[src/rtl/life_pkg.sv]
// Shared constants, FSM state type and saturating counter helpers for the
// life push-button front end.
package life_pkg;

    localparam int NKEYS     = 6;
    localparam int KEY_NXT   = 0;
    localparam int KEY_FLIP  = 1;
    localparam int KEY_UP    = 2;
    localparam int KEY_DOWN  = 3;
    localparam int KEY_LEFT  = 4;
    localparam int KEY_RIGHT = 5;

    // Cursor keys auto-repeat; nxt and flip fire once per press.
    localparam logic [NKEYS-1:0] REPEAT_MASK = 6'b111100;

    typedef enum logic [1:0] {
        IDLE    = 2'd0,
        PRESSED = 2'd1,
        REPEAT  = 2'd2
    } key_state_t;

    function automatic logic [15:0] db_inc(input logic [15:0] v);
        return (v == 16'hFFFF) ? v : v + 16'd1;
    endfunction

    function automatic logic [23:0] rpt_inc(input logic [23:0] v);
        return (v == 24'hFFFFFF) ? v : v + 24'd1;
    endfunction

endpackage

[src/rtl/life_key_db.sv]
// One button channel: 2-FF synchronizer, counter debouncer, press/repeat FSM
// and a registered single-cycle pulse.
module life_key_db
    import life_pkg::*;
#(
    parameter logic [15:0] DB_CYCLES  = 16'd50000,
    parameter logic [23:0] RPT_DELAY  = 24'd6000000,
    parameter logic [23:0] RPT_RATE   = 24'd2000000,
    parameter bit          ACTIVE_LOW = 1'b0,
    parameter bit          REPEATABLE = 1'b0
) (
    input  logic clk,
    input  logic reset,
    input  logic raw,
    output logic key,
    output logic held
);

    localparam logic RELEASED = ACTIVE_LOW;

    logic [1:0]  sync_q;
    logic        s;
    logic        lvl;
    logic [15:0] db_cnt;

    key_state_t  state_q, state_d;
    logic [23:0] rpt_cnt_q, rpt_cnt_d;
    logic        pulse_d;

    // Synchronizer resets to the released level so reset never looks like a press.
    always_ff @(posedge clk) begin
        if (reset) sync_q <= {2{RELEASED}};
        else       sync_q <= {sync_q[0], raw};
    end

    assign s = sync_q[1] ^ ACTIVE_LOW;

    always_ff @(posedge clk) begin
        if (reset) begin
            lvl    <= 1'b0;
            db_cnt <= 16'd0;
        end else if (s == lvl) begin
            db_cnt <= 16'd0;
        end else if (db_cnt >= DB_CYCLES - 16'd1) begin
            lvl    <= s;
            db_cnt <= 16'd0;
        end else begin
            db_cnt <= db_inc(db_cnt);
        end
    end

    always_ff @(posedge clk) begin
        if (reset) begin
            state_q   <= IDLE;
            rpt_cnt_q <= 24'd0;
            key       <= 1'b0;
        end else begin
            state_q   <= state_d;
            rpt_cnt_q <= rpt_cnt_d;
            key       <= pulse_d;
        end
    end

    // Release is tested first so it wins over a coincident repeat expiry.
    always_comb begin
        state_d   = state_q;
        rpt_cnt_d = rpt_cnt_q;
        pulse_d   = 1'b0;
        case (state_q)
            IDLE: begin
                if (lvl) begin
                    state_d   = PRESSED;
                    rpt_cnt_d = 24'd0;
                    pulse_d   = 1'b1;
                end
            end
            PRESSED: begin
                if (!lvl) begin
                    state_d   = IDLE;
                    rpt_cnt_d = 24'd0;
                end else if (REPEATABLE && rpt_cnt_q >= RPT_DELAY - 24'd1) begin
                    state_d   = REPEAT;
                    rpt_cnt_d = 24'd0;
                    pulse_d   = 1'b1;
                end else begin
                    rpt_cnt_d = rpt_inc(rpt_cnt_q);
                end
            end
            REPEAT: begin
                if (!lvl) begin
                    state_d   = IDLE;
                    rpt_cnt_d = 24'd0;
                end else if (rpt_cnt_q >= RPT_RATE - 24'd1) begin
                    rpt_cnt_d = 24'd0;
                    pulse_d   = 1'b1;
                end else begin
                    rpt_cnt_d = rpt_inc(rpt_cnt_q);
                end
            end
            default: begin
                state_d   = IDLE;
                rpt_cnt_d = 24'd0;
            end
        endcase
    end

    assign held = lvl;

endmodule

[src/rtl/life_keys.sv]
// Six-button front end: one debounced channel per key, mapped to the
// command strobes and the debounced held-level vector.
module life_keys
    import life_pkg::*;
#(
    parameter logic [15:0] DB_CYCLES  = 16'd50000,
    parameter logic [23:0] RPT_DELAY  = 24'd6000000,
    parameter logic [23:0] RPT_RATE   = 24'd2000000,
    parameter bit          ACTIVE_LOW = 1'b0
) (
    input  logic             clk,
    input  logic             reset,
    input  logic             raw_nxt,
    input  logic             raw_flip,
    input  logic             raw_up,
    input  logic             raw_down,
    input  logic             raw_left,
    input  logic             raw_right,
    output logic             key_nxt,
    output logic             key_flip,
    output logic             key_up,
    output logic             key_down,
    output logic             key_left,
    output logic             key_right,
    output logic [NKEYS-1:0] keys_held
);

    logic [NKEYS-1:0] raw_vec;
    logic [NKEYS-1:0] key_vec;

    assign raw_vec[KEY_NXT]   = raw_nxt;
    assign raw_vec[KEY_FLIP]  = raw_flip;
    assign raw_vec[KEY_UP]    = raw_up;
    assign raw_vec[KEY_DOWN]  = raw_down;
    assign raw_vec[KEY_LEFT]  = raw_left;
    assign raw_vec[KEY_RIGHT] = raw_right;

    for (genvar i = 0; i < NKEYS; i++) begin : g_key
        life_key_db #(
            .DB_CYCLES  (DB_CYCLES),
            .RPT_DELAY  (RPT_DELAY),
            .RPT_RATE   (RPT_RATE),
            .ACTIVE_LOW (ACTIVE_LOW),
            .REPEATABLE (REPEAT_MASK[i])
        ) u_key (
            .clk   (clk),
            .reset (reset),
            .raw   (raw_vec[i]),
            .key   (key_vec[i]),
            .held  (keys_held[i])
        );
    end

    assign key_nxt   = key_vec[KEY_NXT];
    assign key_flip  = key_vec[KEY_FLIP];
    assign key_up    = key_vec[KEY_UP];
    assign key_down  = key_vec[KEY_DOWN];
    assign key_left  = key_vec[KEY_LEFT];
    assign key_right = key_vec[KEY_RIGHT];

endmodule

[config.mk]
export PLATFORM = sky130hd
export DESIGN_NAME = life_keys
export DESIGN_NICKNAME = d
export VERILOG_FILES = /design/src/rtl/life_pkg.sv /design/src/rtl/life_key_db.sv /design/src/rtl/life_keys.sv
export SDC_FILE = /design/constraint.sdc
export NUM_CORES = 1
export LEC_CHECK = 0
export BUFFER_PORTS_ARGS = -buffer_cell sky130_fd_sc_hd__buf_2
export CAP_MARGIN = 20
export CELL_PAD_IN_SITES_DETAIL_PLACEMENT = 0
export CELL_PAD_IN_SITES_GLOBAL_PLACEMENT = 1
export CORE_MARGIN = 2
export CORE_UTILIZATION = 52
export CTS_CLUSTER_SIZE = 30
export DETAILED_ROUTE_END_ITERATION = 7
export GPL_ROUTABILITY_DRIVEN = 0
export PLACE_DENSITY_LB_ADDON = 0.1
export SYNTH_ARGS = -nofsm -noshare
export SYNTH_HDL_FRONTEND = slang
export SYNTH_SLANG_ARGS = --single-unit
[constraint.sdc]
create_clock -name clk -period 6.6 [get_ports clk]
set_input_delay 0.99 -clock clk [delete_from_list [all_inputs] [get_ports clk]]
set_output_delay 0.99 -clock clk [all_outputs]
set_load 0.03 [all_outputs]
### After elaboration in Yosys (flattened, before gate mapping)

Index checks and enable logic that the tools add are counted.

* register bits after elaboration: 276
* bits of input ports: 8
* output and inout bits: 12
* word-level logic and storage cells: 240

* $add $sub $neg: 12
* order comparisons: 16
* equal/unequal tests: 46
* muxes and demuxes: 98
* bitwise gates (word level): 6
* reductions and logical operators: 26

Operators by type and width (count)
* 2-to-1 mux 24 bit: 34
* case mux 24 bit (3 select lines): 6
* adder 24 x 1 -> 24 bit (second input constant): 6
* == test 24 bit (second input constant): 6
* >= comparator 24 x 21 -> 1 bit (second input constant): 6
* adder 16 x 1 -> 16 bit (second input constant): 6
* == test 16 bit (second input constant): 6
* >= comparator 16 bit (second input constant): 6
* >= comparator 24 x 23 -> 1 bit (second input constant): 4
* 2-to-1 mux 2 bit: 20
* 2-to-1 mux 1 bit: 26
* case mux 2 bit (3 select lines): 4
* OR reduction 3 bit: 6
* AND reduction 2 bit: 8
* == test 2 x 1 -> 1 bit (second input constant): 6
* == test 2 bit (second input constant): 6
* zero test 2 bit: 6
* != test 2 x 1 -> 1 bit (second input constant): 6
* != test 2 bit (second input constant): 6
* != test 3 bit (second input constant): 4
* case mux 1 bit (3 select lines): 4
* AND reduction 3 bit: 4
* case mux 2 bit (2 select lines): 2
* == test 1 bit: 6
* other kinds (3): 10

### Depth between registers and ports, before layout

* depth in word-level cells: 5
* gate-level depth with buffers: 10
* mapped depth without buffers: 8

### By module

A second synthesis with hierarchy kept.

* cell total of the unflattened synthesis: 1443
* area, all modules: 11875.1 um^2

Modules (own cells, without submodules)
* life_key_db at g_key[2].u_key ...: times used 3, cells each 305, area each 2449.8 um^2, seq. area each 920.9 um^2
* life_key_db at g_key[5].u_key: times used 1, cells each 298, area each 2431.1 um^2, seq. area each 920.9 um^2
* life_key_db at g_key[0].u_key ...: times used 2, cells each 115, area each 1047.3 um^2, seq. area each 420.4 um^2

### Least setup slack after synthesis

OpenSTA, ideal clock, no wires.

* path kind: reg2reg
* start point: register g_key[2].u_key.state_q[0]
* end point: register g_key[2].u_key.rpt_cnt_q[17]
* library setup time: 0.069 ns
* arrival time: 2.314 ns
* data required time: 6.531 ns
* setup slack: 4.218 ns
* cell stages (with the launch flop): 10
* buffers on the path: 1
* period minus slack after synthesis: 2.382 ns
* cells stage by stage: dfxtp_1 -> inv_1 -> ha_1 -> or4b_1 -> or4_1 -> o21ai_2 -> a32oi_1 -> buf_2 -> or3_1 -> o21ai_1

* word-level cells in the longest chain between the ends: 2
* elaborated cells on any way between the ends: 5
* classes of those cells: eq/ne: 3; mux: 1; reduce/logical: 1

RTL lines
* start, declared: line life_key_db.sv:26 `key_state_t state_q, state_d;`
* start signal, assigned: line life_key_db.sv:58 `state_q <= state_d;`
* == test 2 bit, or another cell as far along: line life_key_db.sv:69 `case (state_q)`
* case mux 24 bit (3 select lines) / != test 2 x 1 -> 1 bit (equally long branches)
* end signal, assigned: line life_key_db.sv:59 `rpt_cnt_q <= rpt_cnt_d;`
* end, declared: line life_key_db.sv:27 `logic [23:0] rpt_cnt_q, rpt_cnt_d;`

Several ways; a longest one is shown, not always the timed one.
A chain may end at the register's enable or synchronous reset.

### Final worst setup path

* start point: register g_key[3].u_key.rpt_cnt_q[0]
* end point: register g_key[3].u_key.rpt_cnt_q[7]

* word-level cells in the longest chain between the ends: 5
* elaborated cells on any way between the ends: 10
* classes of those cells: add/sub: 1; order compare: 2; eq/ne: 1; mux: 6

RTL lines
* start, declared: line life_key_db.sv:27
* start signal, assigned: line life_key_db.sv:59
* adder 24 x 1 -> 24 bit / == test 24 bit (equally long branches): line life_pkg.sv:27 `return (v == 24'hFFFFFF) ? v : v + 24'd1;`
* 2-to-1 mux 24 bit: line life_pkg.sv:27
* 2-to-1 mux 24 bit (on tied branches): line life_key_db.sv:93, life_key_db.sv:81
* 2-to-1 mux 24 bit (on tied branches): line life_key_db.sv:90, life_key_db.sv:78
* case mux 24 bit (3 select lines) *: line life_key_db.sv:69

Mark *: on every way between the ends. The rest lies on a longest branch, timed or not.

==> impl_metrics.json <==
{
  "status": "finished, final reports clean",
  "routed_wl_um": 26200,
  "synth_cell_types": 74,
  "cts-resized-gates": 0,
  "numCtsBuffers": 26,
  "drcViolationCount": 0,
  "synth_edf_count": 0,
  "cp-startpoint": "g_key[3].u_key.rpt_cnt_q[0]",
  "max-cap-violations": 0,
  "p_leak_nw": 4.24,
  "grt_max_degree": 68,
  "synthesis.area_um2": 12000,
  "netSwitchingFraction": 0.209,
  "syn-num-nets": 1511,
  "drtIter0Drc": 717,
  "clock-sinks": 226,
  "clkLatencyLatePin_ns": 0.52,
  "clock_skew_ns": 0.0148,
  "fmaxAchievable_mhz": 328,
  "hold_start": "g_key[0].u_key.state_q[0]",
  "final-setup-viol-count": 0,
  "place_inst": 1709,
  "final_cell_area_um2": 13100,
  "ys_warn_count": 0,
  "final_cells": 1756,
  "diodes": 0,
  "grt_usage": 0.216,
  "final_util": 0.577,
  "initial_core_util": 0.530,
  "die-area_um2": 24300,
  "root_buffer": "clkbuf_16",
  "via_per_inst": 5.96,
  "finalNetCount": 1486,
  "endpoint_kind": "flip-flop",
  "cts.path.max_buffers": 3,
  "rsz0062_at_grt": "no",
  "port_buffers": 19,
  "hp-class": "flip-flop to flip-flop",
  "synth-seq-cells": 226,
  "cts_setup_buffers": 0,
  "syn_avg_cell_area_um2": 8.13,
  "grt_overflow": 0,
  "critical_path_class": "flip-flop to flip-flop",
  "htree_levels": 1,
  "grt_pass1_vias": 9491,
  "hold_viol": 0,
  "placed_area_um2": 12200,
  "synthFlopType": "dfxtp_1",
  "hpwl_um": 17500,
  "area_growth_pct": 8.86,
  "io_pins": 20,
  "max_slew_margin": 0.332,
  "peakVddDrop_uv": 152,
  "power_frac_seq": 0.483,
  "critPathArrivalTime_ns": 3.43,
  "dr_total_vias": 10500,
  "antenna_found_initial": 0,
  "rows": 55,
  "power_frac_clock": 0.500,
  "cts_tree": "done",
  "ant_nets": 0,
  "startpoint_type": "flip-flop",
  "dr.pass1.iters": 5,
  "synth_cells": 1477,
  "tns_ns": 0,
  "clkTransAtPathRegs_ns": 0.06,
  "die_h_um": 156,
  "internal_power_mw": 2.26,
  "comb_power_share": 0.017,
  "whs_ns": 0.391,
  "drt-wirelength-per-cell_um": 14.9,
  "fin_crit_ns": 3.05,
  "r2r-start": "g_key[3].u_key.rpt_cnt_q[0]",
  "period_share": 0.462,
  "ctsHoldBuffers": 0,
  "grt_pass1_wl_um": 45400,
  "p_sw_mw": 0.596,
  "final_layout_size_suffix_gt1_frac": 0.0612,
  "pwr_density_cell_nw_per_um2": 218,
  "cp.required_ns": 6.98,
  "yosysSeqAreaShare": 0.377,
  "die_w_um": 156,
  "tightest_slew_ns": 0.977,
  "async_flop_share": 0,
  "core_um2": 22600,
  "crit_fanout": 14,
  "drv_slew": 0
}
## synthesized netlist by cell type, types with 8 or more instances
cell | number | area [um^2]
o31ai_1 | 15 | 113
buf_2 | 9 | 45.0
a31o_1 | 9 | 78.8
ha_1 | 26 | 325
nand4_1 | 62 | 388
a21o_1 | 10 | 75.1
or4_1 | 14 | 105
nand3_1 | 89 | 445
a21oi_1 | 53 | 265
and4_1 | 22 | 193
a31oi_1 | 36 | 225
nor2b_1 | 20 | 125
nor4b_1 | 16 | 140
nor2_1 | 165 | 619
nor4_1 | 23 | 144
o311ai_1 | 9 | 78.8
o21ai_0 | 17 | 85.1
nand2_1 | 124 | 465
inv_1 | 39 | 146
o21ai_1 | 28 | 140
nor3_1 | 70 | 350
xor2_1 | 24 | 210
nor3b_1 | 12 | 90.1
clkbuf_1 | 62 | 233
dfxtp_1 | 226 | 4520
a211oi_1 | 15 | 113
mux2i_1 | 16 | 160
buf_4 | 8 | 60.1
and3_1 | 22 | 138
or3_1 | 22 | 138
o211ai_1 | 11 | 82.6
xnor2_1 | 53 | 464
a22o_1 | 14 | 123
and2_1 | 19 | 119
## per-layer routing
| metal | track usage | routed length (um) |
|---|---|---|
| met4 | 0.0459 | 446 |
| met2 | 0.343 | 11600 |
| met5 | 0 | 0 |
| met3 | 0.0256 | 915 |
| met1 | 0.316 | 13300 |
## path summary, 6_finish.rpt
kind	to	slack, ns	cells after the start
max reg2reg	g_key[3].u_key.rpt_cnt_q[7]	3.55	8
min reg2reg	g_key[0].u_key.key	0.39	1
max	g_key[3].u_key.rpt_cnt_q[7]	3.55	8
min	g_key[0].u_key.key	0.39	1
## kinds of logic (layout without fill, tap and decap cells)
group,count (synthesis),after routing,synth area share
buf+inv,122,116,0.0417
fa+ha+maj,26,26,0.0271
flops,226,226,0.377
xor+xnor,77,77,0.0562
compound gates,288,288,0.168
mux,17,17,0.0143
simple gates,721,721,0.317
## stage by stage
stage                     setup WS (ns)  power (mW)
after detailed placement           3.38        1.46
final                              3.55        2.85
after global routing               3.36        2.95
after global placement             3.43        1.46
after floorplan                    4.22        1.44
after CTS                          3.60        2.89
## registers in the layout (all words and copies together), names as in the netlist
| name | cells |
|---|---|
| g_key.u_key.rpt_cnt_q | 96 |
| g_key.u_key.state_q | 10 |
| g_key.u_key.sync_q | 12 |
| g_key.u_key.key | 6 |
| g_key.u_key.held | 6 |
| g_key.u_key.db_cnt | 96 |
## power by group through the flow
stage               registers, mW  clock network (mW)  logic (mW)
finish                       1.38                1.43      0.0473
global route                 1.38                1.52      0.0537
CTS                          1.38                1.47      0.0483
detailed placement           1.41                   0      0.0483
global placement             1.41                   0      0.0475
floorplan                    1.41                   0      0.0359
## cell usage in the layout, fill, tap and decap left out, types with 28 or more instances in the layout
master	instances
nand3_1	89
nor3_1	69
inv_1	39
nor2_1	165
o21ai_1	28
a21oi_1	53
nand4_1	62
dfxtp_1	226
xnor2_1	53
a31oi_1	36
nand2_1	124
## layout make-up
type / instances / area [um^2]
fillers: 2085 / 9570
multi-input cells: 1129 / 7010
flip-flops and latches: 226 / 4520
clock buffers: 38 / 757
well taps: 285 / 357
repair buffers: 30 / 178
inverters: 39 / 146
clock inverters: 9 / 101
## worst max-delay path, cell delays in order, from the launching register on
cell and delay [ns]:
dfxtp_1 0.41, ha_1 0.23, and3_1 0.27, a21oi_1 0.16, o31ai_1 0.39, nand4_1 0.58, buf_4 0.42, nand2_1 0.29
o311ai_1 0.15
Note: power is estimated with default switching activity, not from simulation.
